==> config.mk <==
export PLATFORM = sky130hd
export DESIGN_NAME = cdm_seq_mul_flat
export DESIGN_NICKNAME = d
export VERILOG_FILES = /design/src/rtl/cdm_seq_mul_if.sv /design/src/rtl/cdm_seq_mul.sv /design/src/flat_wrapper.sv
export SDC_FILE = /design/constraint.sdc
export NUM_CORES = 1
export LEC_CHECK = 0
export ABC_AREA = 1
export BUFFER_PORTS_ARGS = -buffer_cell sky130_fd_sc_hd__buf_2
export CORE_MARGIN = 2
export CORE_UTILIZATION = 56
export DETAILED_ROUTE_END_ITERATION = 16
export GPL_ROUTABILITY_DRIVEN = 0
export GPL_TIMING_DRIVEN = 1
export PLACE_DENSITY = 0.76
export SLEW_MARGIN = 20
export SYNTH_ARGS = -nofsm -noshare
export SYNTH_HDL_FRONTEND = slang
export SYNTH_SLANG_ARGS = --single-unit
export TNS_END_PERCENT = 10
==> constraint.sdc <==
create_clock -name clk -period 5.8 [get_ports clk]
set_input_delay 0.29 -clock clk [delete_from_list [all_inputs] [get_ports clk]]
set_output_delay 0.29 -clock clk [all_outputs]
set_load 0.005 [all_outputs]
==> src/rtl/cdm_seq_mul_if.sv <==
// ---------------------------------------------------------------------------
// cdm_seq_mul_if
//   Streaming handshake bundle for the iterative carry-disregard multiplier.
//   The producer side offers operands with in_valid/in_ready; the consumer side
//   takes products with out_valid/out_ready.
//
//   Signals
//     in_valid   producer -> block   operand transaction offered
//     in_ready   block -> producer   block can accept a transaction
//     A, B       producer -> block   W-bit unsigned operands
//     MODE       producer -> block   0 = exact, 1 = approximate accumulation
//     out_valid  block -> consumer   R holds a finished product
//     out_ready  consumer -> block   consumer takes R
//     R          block -> consumer   2W-bit product
//     R_mode     block -> consumer   MODE value that produced R
//
//   Modports
//     master  the environment (drives operands and out_ready)
//     slave   the multiplier itself
// ---------------------------------------------------------------------------
interface cdm_seq_mul_if #(
  parameter int W = 8
);

  logic             in_valid;
  logic             in_ready;
  logic [W-1:0]     A;
  logic [W-1:0]     B;
  logic             MODE;
  logic             out_valid;
  logic             out_ready;
  logic [2*W-1:0]   R;
  logic             R_mode;

  modport master (
    output in_valid,
    output A,
    output B,
    output MODE,
    output out_ready,
    input  in_ready,
    input  out_valid,
    input  R,
    input  R_mode
  );

  modport slave (
    input  in_valid,
    input  A,
    input  B,
    input  MODE,
    input  out_ready,
    output in_ready,
    output out_valid,
    output R,
    output R_mode
  );

endinterface : cdm_seq_mul_if

==> src/rtl/cdm_seq_mul.sv <==
// ---------------------------------------------------------------------------
// cdm_seq_mul
//   Iterative unsigned W x W multiplier. B is consumed one 4-bit digit per
//   cycle, least significant digit first. Each partial row (A * digit, shifted
//   into place) is accumulated with a carry-disregard adder: in approximate
//   mode the lowest APPROX_BITS columns are combined with a bitwise OR and
//   never generate a carry; the remaining columns add normally with the final
//   carry-out dropped. In exact mode the adder degenerates to a plain 2W-bit
//   sum, so the product is exact.
//
//   One transaction is in flight at a time: IDLE -> RUN (W/4 cycles) -> DONE.
//   The result is held in DONE until the consumer takes it.
//
//   Parameters
//     W            operand width, multiple of 4, >= 8 (product is 2W bits)
//     APPROX_BITS  carry-disregard columns used when MODE = 1, 0 .. 2W-1
//
//   Ports
//     clk   rising-edge clock
//     rst   asynchronous reset, active-high
//     bus   cdm_seq_mul_if slave modport (handshakes, operands, result)
// ---------------------------------------------------------------------------
module cdm_seq_mul #(
  parameter int W           = 8,
  parameter int APPROX_BITS = 6
) (
  input  logic          clk,
  input  logic          rst,
  cdm_seq_mul_if.slave  bus
);

  // -------------------------------------------------------------------------
  // Derived constants
  // -------------------------------------------------------------------------
  localparam int PW = 2 * W;                         // product width
  localparam int ND = W / 4;                         // number of B digits
  localparam int SW = (ND > 1) ? $clog2(ND) : 1;     // digit counter width

  localparam logic [SW-1:0] LAST_STEP = SW'(ND - 1);

  // Columns [APPROX_BITS-1:0] set: these are OR-combined in approximate mode.
  localparam logic [PW-1:0] APPROX_MASK = (PW'(1) << APPROX_BITS) - PW'(1);

  typedef enum logic [1:0] {
    IDLE = 2'd0,
    RUN  = 2'd1,
    DONE = 2'd2
  } state_e;

  // -------------------------------------------------------------------------
  // State
  // -------------------------------------------------------------------------
  state_e          state_q, state_d;

  logic [W-1:0]    a_q,      a_d;
  logic [W-1:0]    b_q,      b_d;
  logic            mode_q,   mode_d;
  logic [PW-1:0]   acc_q,    acc_d;
  logic [SW-1:0]   step_q,   step_d;
  logic [PW-1:0]   r_q,      r_d;
  logic            r_mode_q, r_mode_d;

  // -------------------------------------------------------------------------
  // Datapath helpers
  // -------------------------------------------------------------------------
  logic            accept;
  logic            last_step;
  logic [3:0]      digit;
  logic [W+3:0]    prod;
  logic [PW-1:0]   row;
  logic [PW-1:0]   cd_mask;
  logic [PW-1:0]   hi_sum;
  logic [PW-1:0]   acc_next;

  assign accept    = (state_q == IDLE) && bus.in_valid;
  assign last_step = (step_q == LAST_STEP);

  always_comb begin
    // NOTE: every signal written here gets a value on every path (defaults
    // first); a path that leaves one unassigned would infer a latch.
    digit    = b_q[4*step_q +: 4];
    prod     = (W+4)'(a_q) * (W+4)'(digit);
    row      = PW'(prod) << (4 * step_q);

    // Carry-disregard add. With the low columns masked off in both operands,
    // the upper sum receives no carry from below; the low columns are simply
    // OR-ed. A zero mask (exact mode) makes this an ordinary modulo-2^PW add.
    cd_mask  = mode_q ? APPROX_MASK : '0;
    hi_sum   = (acc_q & ~cd_mask) + (row & ~cd_mask);
    acc_next = hi_sum | ((acc_q | row) & cd_mask);
  end

  // -------------------------------------------------------------------------
  // FSM: state register
  // -------------------------------------------------------------------------
  always_ff @(posedge clk or posedge rst) begin
    if (rst) begin
      state_q <= IDLE;
    end else begin
      // NOTE: sequential state uses non-blocking assignment so every register
      // samples pre-edge values, independent of statement order.
      state_q <= state_d;
    end
  end

  // -------------------------------------------------------------------------
  // FSM: next-state logic
  // -------------------------------------------------------------------------
  always_comb begin
    state_d = state_q;
    unique case (state_q)
      IDLE:    if (bus.in_valid)  state_d = RUN;
      RUN:     if (last_step)     state_d = DONE;
      DONE:    if (bus.out_ready) state_d = IDLE;
      default:                    state_d = IDLE;
    endcase
  end

  // -------------------------------------------------------------------------
  // FSM: outputs (all derived from registered state)
  // -------------------------------------------------------------------------
  always_comb begin
    bus.in_ready  = (state_q == IDLE);
    bus.out_valid = (state_q == DONE);
    bus.R         = r_q;
    bus.R_mode    = r_mode_q;
  end

  // -------------------------------------------------------------------------
  // Datapath next-state
  // -------------------------------------------------------------------------
  always_comb begin
    a_d      = a_q;
    b_d      = b_q;
    mode_d   = mode_q;
    acc_d    = acc_q;
    step_d   = step_q;
    r_d      = r_q;
    r_mode_d = r_mode_q;

    if (accept) begin
      // Operands are captured once; later changes on A/B/MODE are ignored.
      a_d    = bus.A;
      b_d    = bus.B;
      mode_d = bus.MODE;
      acc_d  = '0;
      step_d = '0;
    end else if (state_q == RUN) begin
      // Every digit takes a cycle, zero or not: latency is fixed at ND.
      acc_d  = acc_next;
      step_d = step_q + SW'(1);
      if (last_step) begin
        r_d      = acc_next;
        r_mode_d = mode_q;
      end
    end
  end

  // -------------------------------------------------------------------------
  // Datapath registers
  // -------------------------------------------------------------------------
  always_ff @(posedge clk or posedge rst) begin
    if (rst) begin
      a_q      <= '0;
      b_q      <= '0;
      mode_q   <= 1'b0;
      acc_q    <= '0;
      step_q   <= '0;
      r_q      <= '0;
      r_mode_q <= 1'b0;
    end else begin
      a_q      <= a_d;
      b_q      <= b_d;
      mode_q   <= mode_d;
      acc_q    <= acc_d;
      step_q   <= step_d;
      r_q      <= r_d;
      r_mode_q <= r_mode_d;
    end
  end

endmodule : cdm_seq_mul

==> src/flat_wrapper.sv <==
// flat-port wrapper written by rule: the top's interface ports become plain ports
module cdm_seq_mul_flat 
#(
  parameter int W           = 8,
  parameter int APPROX_BITS = 6
)
  (clk, rst, bus_in_valid, bus_A, bus_B, bus_MODE, bus_out_ready, bus_in_ready, bus_out_valid, bus_R, bus_R_mode);
  cdm_seq_mul_if #(.W(W)) bus_i ();
  input  logic clk;
  input  logic rst;
  input wire logic [$bits(bus_i.in_valid)-1:0] bus_in_valid;
  input wire logic [$bits(bus_i.A)-1:0] bus_A;
  input wire logic [$bits(bus_i.B)-1:0] bus_B;
  input wire logic [$bits(bus_i.MODE)-1:0] bus_MODE;
  input wire logic [$bits(bus_i.out_ready)-1:0] bus_out_ready;
  output wire logic [$bits(bus_i.in_ready)-1:0] bus_in_ready;
  output wire logic [$bits(bus_i.out_valid)-1:0] bus_out_valid;
  output wire logic [$bits(bus_i.R)-1:0] bus_R;
  output wire logic [$bits(bus_i.R_mode)-1:0] bus_R_mode;
  assign bus_i.in_valid = bus_in_valid;
  assign bus_i.A = bus_A;
  assign bus_i.B = bus_B;
  assign bus_i.MODE = bus_MODE;
  assign bus_i.out_ready = bus_out_ready;
  assign bus_in_ready = bus_i.in_ready;
  assign bus_out_valid = bus_i.out_valid;
  assign bus_R = bus_i.R;
  assign bus_R_mode = bus_i.R_mode;
  cdm_seq_mul #(.W(W), .APPROX_BITS(APPROX_BITS)) u_core (.clk(clk), .rst(rst), .bus(bus_i));
endmodule
; ---- Word level (Yosys, flattened, before mapping)
; Index checks and enable logic that the tools add are counted.
[word_totals]
reg_bits = 53
input_bits = 21
output_inout_bits = 19
word_cells = 39
[op_classes]
addsub = 2
mul = 1
n_eq_ne = 5
shift = 2
mux = 9
bitwise_logic = 7
n_reduce_logical = 5
[ops]
columns = operator, n
row1 = $and 16x16->16, 3
row2 = $mux 16, 2
row3 = $or 16x16->16, 2
row4 = $add 16x16->16, 1
row5 = $not 16->16, 1
row6 = $shl 12x3->16, 1
row7 = $mul 8x4->12, 1
row8 = $shiftx 8x4->4, 1
row9 = $mux 2, 3
row10 = $mux 6, 1
row11 = $pmux 2 s3, 1
row12 = $reduce_and 3->1, 2
row13 = $ne 2x2->1 const B, 2
row14 = $eq 2x1->1 const B, 1
row15 = $eq 2x2->1 const B, 1
row16 = $logic_not 2->1, 1
row17 = $mux 1, 2
row18 = $ne 2x1->1 const B, 1
row19 = $reduce_bool 2->1, 1
row20 = $add 1x1->1 const B, 1
row21 = $logic_and 1x1->1, 1
row22 = $not 1->1, 1

; ---- Depth between registers and ports, before layout
[depth]
ltp_word = 8
mapped_depth = 30
depth_no_buf = 30

; ---- Least setup slack after synthesis
; Ideal clock, no wire load.
[synth_timing]
kind = reg2reg
startpoint = register u_core.step_q (netlist: u_core.last_step)
endpoint = register u_core.acc_q[14]
setup_time_ns = 0.118
arrival_ns = 4.499
t_required_ns = 5.682
slack_ns = 1.184
stages_incl_launch_ff = 25
n_path_buf = 1
period_less_slack_ns = 4.616
path_cell_list = dfrtp_1 > buf_2 > mux2i_1 > nor2_1 > fa_1 > inv_1 > fa_1 > inv_1 > ha_1 > nand2_2 > inv_1 > nand2_1 > nand2_1 > a21oi_1 > nor2_1 > nor2_1 > xor2_1 > mux2i_1 > ha_1 > a21oi_1 > o21ai_0 > a211oi_2 > nand3_1 > nand3_1 > nand2_1
[synth_via]
elab_chain_len = 8
elab_cells_between_ends = 10
cone_classes = add/sub: 1 / mul: 1 / shift: 2 / mux: 2 / bitwise: 4
[synth_rtl]
columns = item, line
row1 = from (decl), cdm_seq_mul.sv:59  ; logic [SW-1:0] step_q, step_d;
row2 = from (signal assigned), cdm_seq_mul.sv:176  ; step_q <= step_d;
row3 = $shiftx 8x4->4, cdm_seq_mul.sv:81  ; digit = b_q[4*step_q +: 4];
row4 = $mul 8x4->12, cdm_seq_mul.sv:82  ; prod = (W+4)'(a_q) * (W+4)'(digit);
row5 = $shl 12x3->16 (*), cdm_seq_mul.sv:83  ; row = PW'(prod) << (4 * step_q);
row6 = $and 16x16->16 / $or 16x16->16 (equally long branches), "cdm_seq_mul.sv:89, cdm_seq_mul.sv:90"
row7 = $add 16x16->16 / $and 16x16->16 (equally long branches), "cdm_seq_mul.sv:89, cdm_seq_mul.sv:90"
row8 = $or 16x16->16 (*), cdm_seq_mul.sv:90  ; acc_next = hi_sum | ((acc_q | row) & cd_mask);
row9 = $mux 16 (*), cdm_seq_mul.sv:148  ; end else if (state_q == RUN) begin
row10 = $mux 16 (*), cdm_seq_mul.sv:141  ; if (accept) begin
row11 = to (signal assigned), cdm_seq_mul.sv:167  ; acc_q <= '0;
row12 = to (signal assigned), cdm_seq_mul.sv:175  ; acc_q <= acc_d;
row13 = to (decl), cdm_seq_mul.sv:58  ; logic [PW-1:0] acc_q, acc_d;
; Mark *: on every way between the ends. The rest lies on a longest branch, timed or not. The select of a mux whose other input is x is not followed.
; A chain may end at the register's enable or synchronous reset.

; ---- Final worst setup path
[layout_timing]
startpoint = register u_core.step_q (netlist: u_core.last_step)
endpoint = register u_core.r_q[14] (netlist: u_core.bus.R[14])
[layout_via]
elab_chain_len = 6
elab_cells_between_ends = 9
cone_classes = add/sub: 1 / mul: 1 / shift: 2 / bitwise: 4 / reduce/logical: 1
[layout_rtl]
columns = item, line
row1 = $shiftx 8x4->4, cdm_seq_mul.sv:81
row2 = $mul 8x4->12, cdm_seq_mul.sv:82
row3 = $shl 12x3->16, cdm_seq_mul.sv:83
row4 = $and 16x16->16 / $or 16x16->16 (equally long branches), "cdm_seq_mul.sv:89, cdm_seq_mul.sv:90"
row5 = $add 16x16->16 / $and 16x16->16 (equally long branches), "cdm_seq_mul.sv:89, cdm_seq_mul.sv:90"
row6 = $or 16x16->16, cdm_seq_mul.sv:90
row7 = to (signal assigned), cdm_seq_mul.sv:177  ; r_q <= r_d;
row8 = to (decl), cdm_seq_mul.sv:60  ; logic [PW-1:0] r_q, r_d;
; Several ways; a longest one is shown, not always the timed one.

==> results.txt <==
status: finished, final reports clean
required time of the worst setup path: 6000 ps
post-synthesis async set-or-reset flop share: 100.0%
Routed WL: 8821 µm
register area: 1326 µm²
critical path's top delay family: adder cells
Worst setup EP type: flop
Post-Place Setup Slack: 685.2 ps
DIE AREA: 7926 µm²
commonest cells after routing, fill and taps aside: nand2_1 (121), inv_1 (69), nor2_1 (66), dfrtp_1 (53), buf_2 (39)
Core Region: 6907 µm²
Worst Hold Class: in2async
FMAX: 0.1931 GHz
Vias: 3,520
placed cells: 647
Post-CTS Setup Repair Bufs: 0
Multi-input gate area: 2370 µm²
detailed placement HPWL: 6932 µm
design area: 4387 µm²
Slew Limit Fails: 0
largest net degree at the start of global routing: 54
slowest stage delay, CP: 610 ps
initial core utilization: 58.62%
Max Cap Viol: 0
Pre-Repair DR Iteration Count: 5
crit-path max FO: 8
Synth Net Count: 588
Area contributors post-synth: dfrtp_1 (33%), nand2_1 (11%), ha_1 (9.6%)
I/O Buffers: 39
Iter 0 DRT Violations: 200
nets@finish: 623
max_slew headroom: 37.36%
CTS H-tree lvls: 2
Core Rows: 30
vias in the first global route: 3,507
Area Overhead vs Synth: 8.344%
Post-synth top flop: dfrtp_1
ANT nets after route: 0
crit path DAT: 5380 ps
Die Ht: 89.03 µm
count of different cell masters after synthesis: 42
RSZ-0062 raised after global routing: no
Worst path slowest cell: mux2i_1
Final Setup Violations: 0
CTS tree: yes
Residual DRC: 0
Hold Vio Cnt, Final: 0
CTS Root Cell: clkbuf_8
commonest non-fill, non-tap cell in the layout: nand2_1
filler instances: 634
total CTS buffers: 5
worst skew pair latency: 300 ps
Synth Warn #: 0
syn_area_per_cell: 7.742 µm²
Worst Setup SP: u_core.last_step
routed vias/inst: 5.374
Cell Chain, Critical Path: mux2i_1 > nor2_1 > fa_1 > inv_1 > fa_1 > inv_1 > ha_1 > nand2_1 > nand2_1 > nand2_1 > nand2_1 > a21oi_1 > nor2_1 > nor2_1 > xor2_1 > mux2i_1 > ha_1 > a21oi_1 > o21ai_0 > a211oi_2 > nand3_1 > nand3_1 > nand2_1
total track usage: 24.53%
crit-path most repeated cell: nand2_1
first-pass GRT wire length: 15,490 µm
final setup margin: 620.7 ps
final cell count without fillers: 655
Routed WL per cell: 13.47 µm
# hold bufs at CTS: 0
clock sink count: 53
# diodes: 0
Worst-Margin Slew: 937.3 ps
Period Utilization, post-route: 89.30%
grt total ovfl: 0
type of origin of the critical path: flop
placed inst area: 4292 µm²
Die W: 89.03 µm
setup TNS: 0 ps
EDFF count, synth: 0
Yosys reg bits: 53
synthesized cell area: 4049 µm²
antenna violations before repair: 0
share of cells above drive strength 1: 14.67%
clk slew on worst S/H paths: 110 ps
Worst Skew: 9.458 ps
critical path class: reg2reg
biggest area consumer among synthesized cells: dfrtp_1
CP Buf/Inv Count: 2
clock period minus final worst setup slack: 5179 ps
PostCTS Resize Cnt: 0
Top Ports: 40
sequential share of the synthesized area: 32.76%
reg2reg start: u_core.last_step
area share of the largest cell type after synthesis: 32.76%
Max clock buf depth: 2
cell count after synthesis: 523
==> flip-flops by register name (all words and copies together) (netlist names) <==
signal	flops
u_core.a_q	8
u_core.acc_q	16
u_core.b_q	8
u_core.bus.R	16
u_core.bus.R_mode	1
u_core.last_step	1
u_core.mode_q	1
u_core.state_q	2
==> final timing paths <==
path	cells past startpoint	to	slack, ps
min in group clk	2	u_core.state_q[1]	160
setup reg to reg	23	u_core.bus.R[14]	620
hold reg to reg	2	u_core.bus.R[7]	490
max in group asynchronous	2	u_core.acc_q[9]	5290
setup / recovery	23	u_core.bus.R[14]	620
hold / removal	2	u_core.b_q[7]	60
==> kinds of logic after synthesis <==
group	Yosys count	synth area share (%)
XOR/XNOR	11	2.379
flip-flops	53	32.76
multiplexers	12	3.183
AO/OA/AOI/OAI	73	10.82
AND/OR/NAND/NOR	246	26.14
buffers and inverters	84	8.714
adder cells (fa/ha/maj)	44	16.01
==> cells in the mapped netlist, types with 2 or more instances <==
library cell  number
a211oi_1           3
a21oi_1           25
a21oi_2            3
buf_2              5
clkbuf_1           3
clkbuf_8           2
dfrtp_1           53
fa_1              13
ha_1              31
inv_1             70
mux2_2             7
mux2i_1            5
nand2_1          121
nand2_2            5
nand3_1           27
nand3_2            3
nand3b_1           4
nand4_1            6
nor2_1            66
nor2_2             2
nor2_4             2
nor3_1             4
o21ai_0           23
o21ai_1            5
o21ai_2            2
o21bai_1           2
o22ai_1            4
or2_2              4
xnor2_1            5
xor2_1             6
==> through the flow <==
stage / utilization, % / hold slack (ps)
final: 63.51 / 60.75
after CTS: 63.51 / 99.80
after global placement: 62.10 / 457.3
after floorplan: - / 376.3
after detailed placement: 62.14 / 437.1
after global routing: 63.51 / 129.5
==> routing by layer <==
layer,GRT usage [%],vias to the layer above,part of all wire (%)
met1,32.46,1660,46
met4,7.734,0,1.7
li1,-,1749,-
met2,41.38,97,47
met5,0,-,0
met3,3.970,14,5.7
==> worst register-to-register path: stages (launching register included) <==
cell      delay [ps]
dfrtp_1          450
mux2i_1          610
nor2_1           140
fa_1             540
inv_1             60
fa_1             530
inv_1             40
ha_1             350
nand2_1          110
nand2_1           60
nand2_1           60
nand2_1           70
a21oi_1          210
nor2_1            60
nor2_1           120
xor2_1           220
mux2i_1          130
ha_1             350
a21oi_1          270
o21ai_0          190
a211oi_2         230
nand3_1          130
nand3_1          100
nand2_1           50
==> cell type report <==
| type | count | share of cell area [%] |
|---|---|---|
| flip-flops and latches | 53 | 30.23 |
| inverters | 72 | 6.218 |
| clock inverters | 3 | 0.5990 |
| clock buffers | 5 | 1.569 |
| repair buffers | 40 | 4.621 |
| multi-input cells | 386 | 54.02 |
| well taps | 96 | 2.738 |
Power is not shown: default switching activity piles up to over one toggle a cycle in this logic, so the estimate is an artifact.
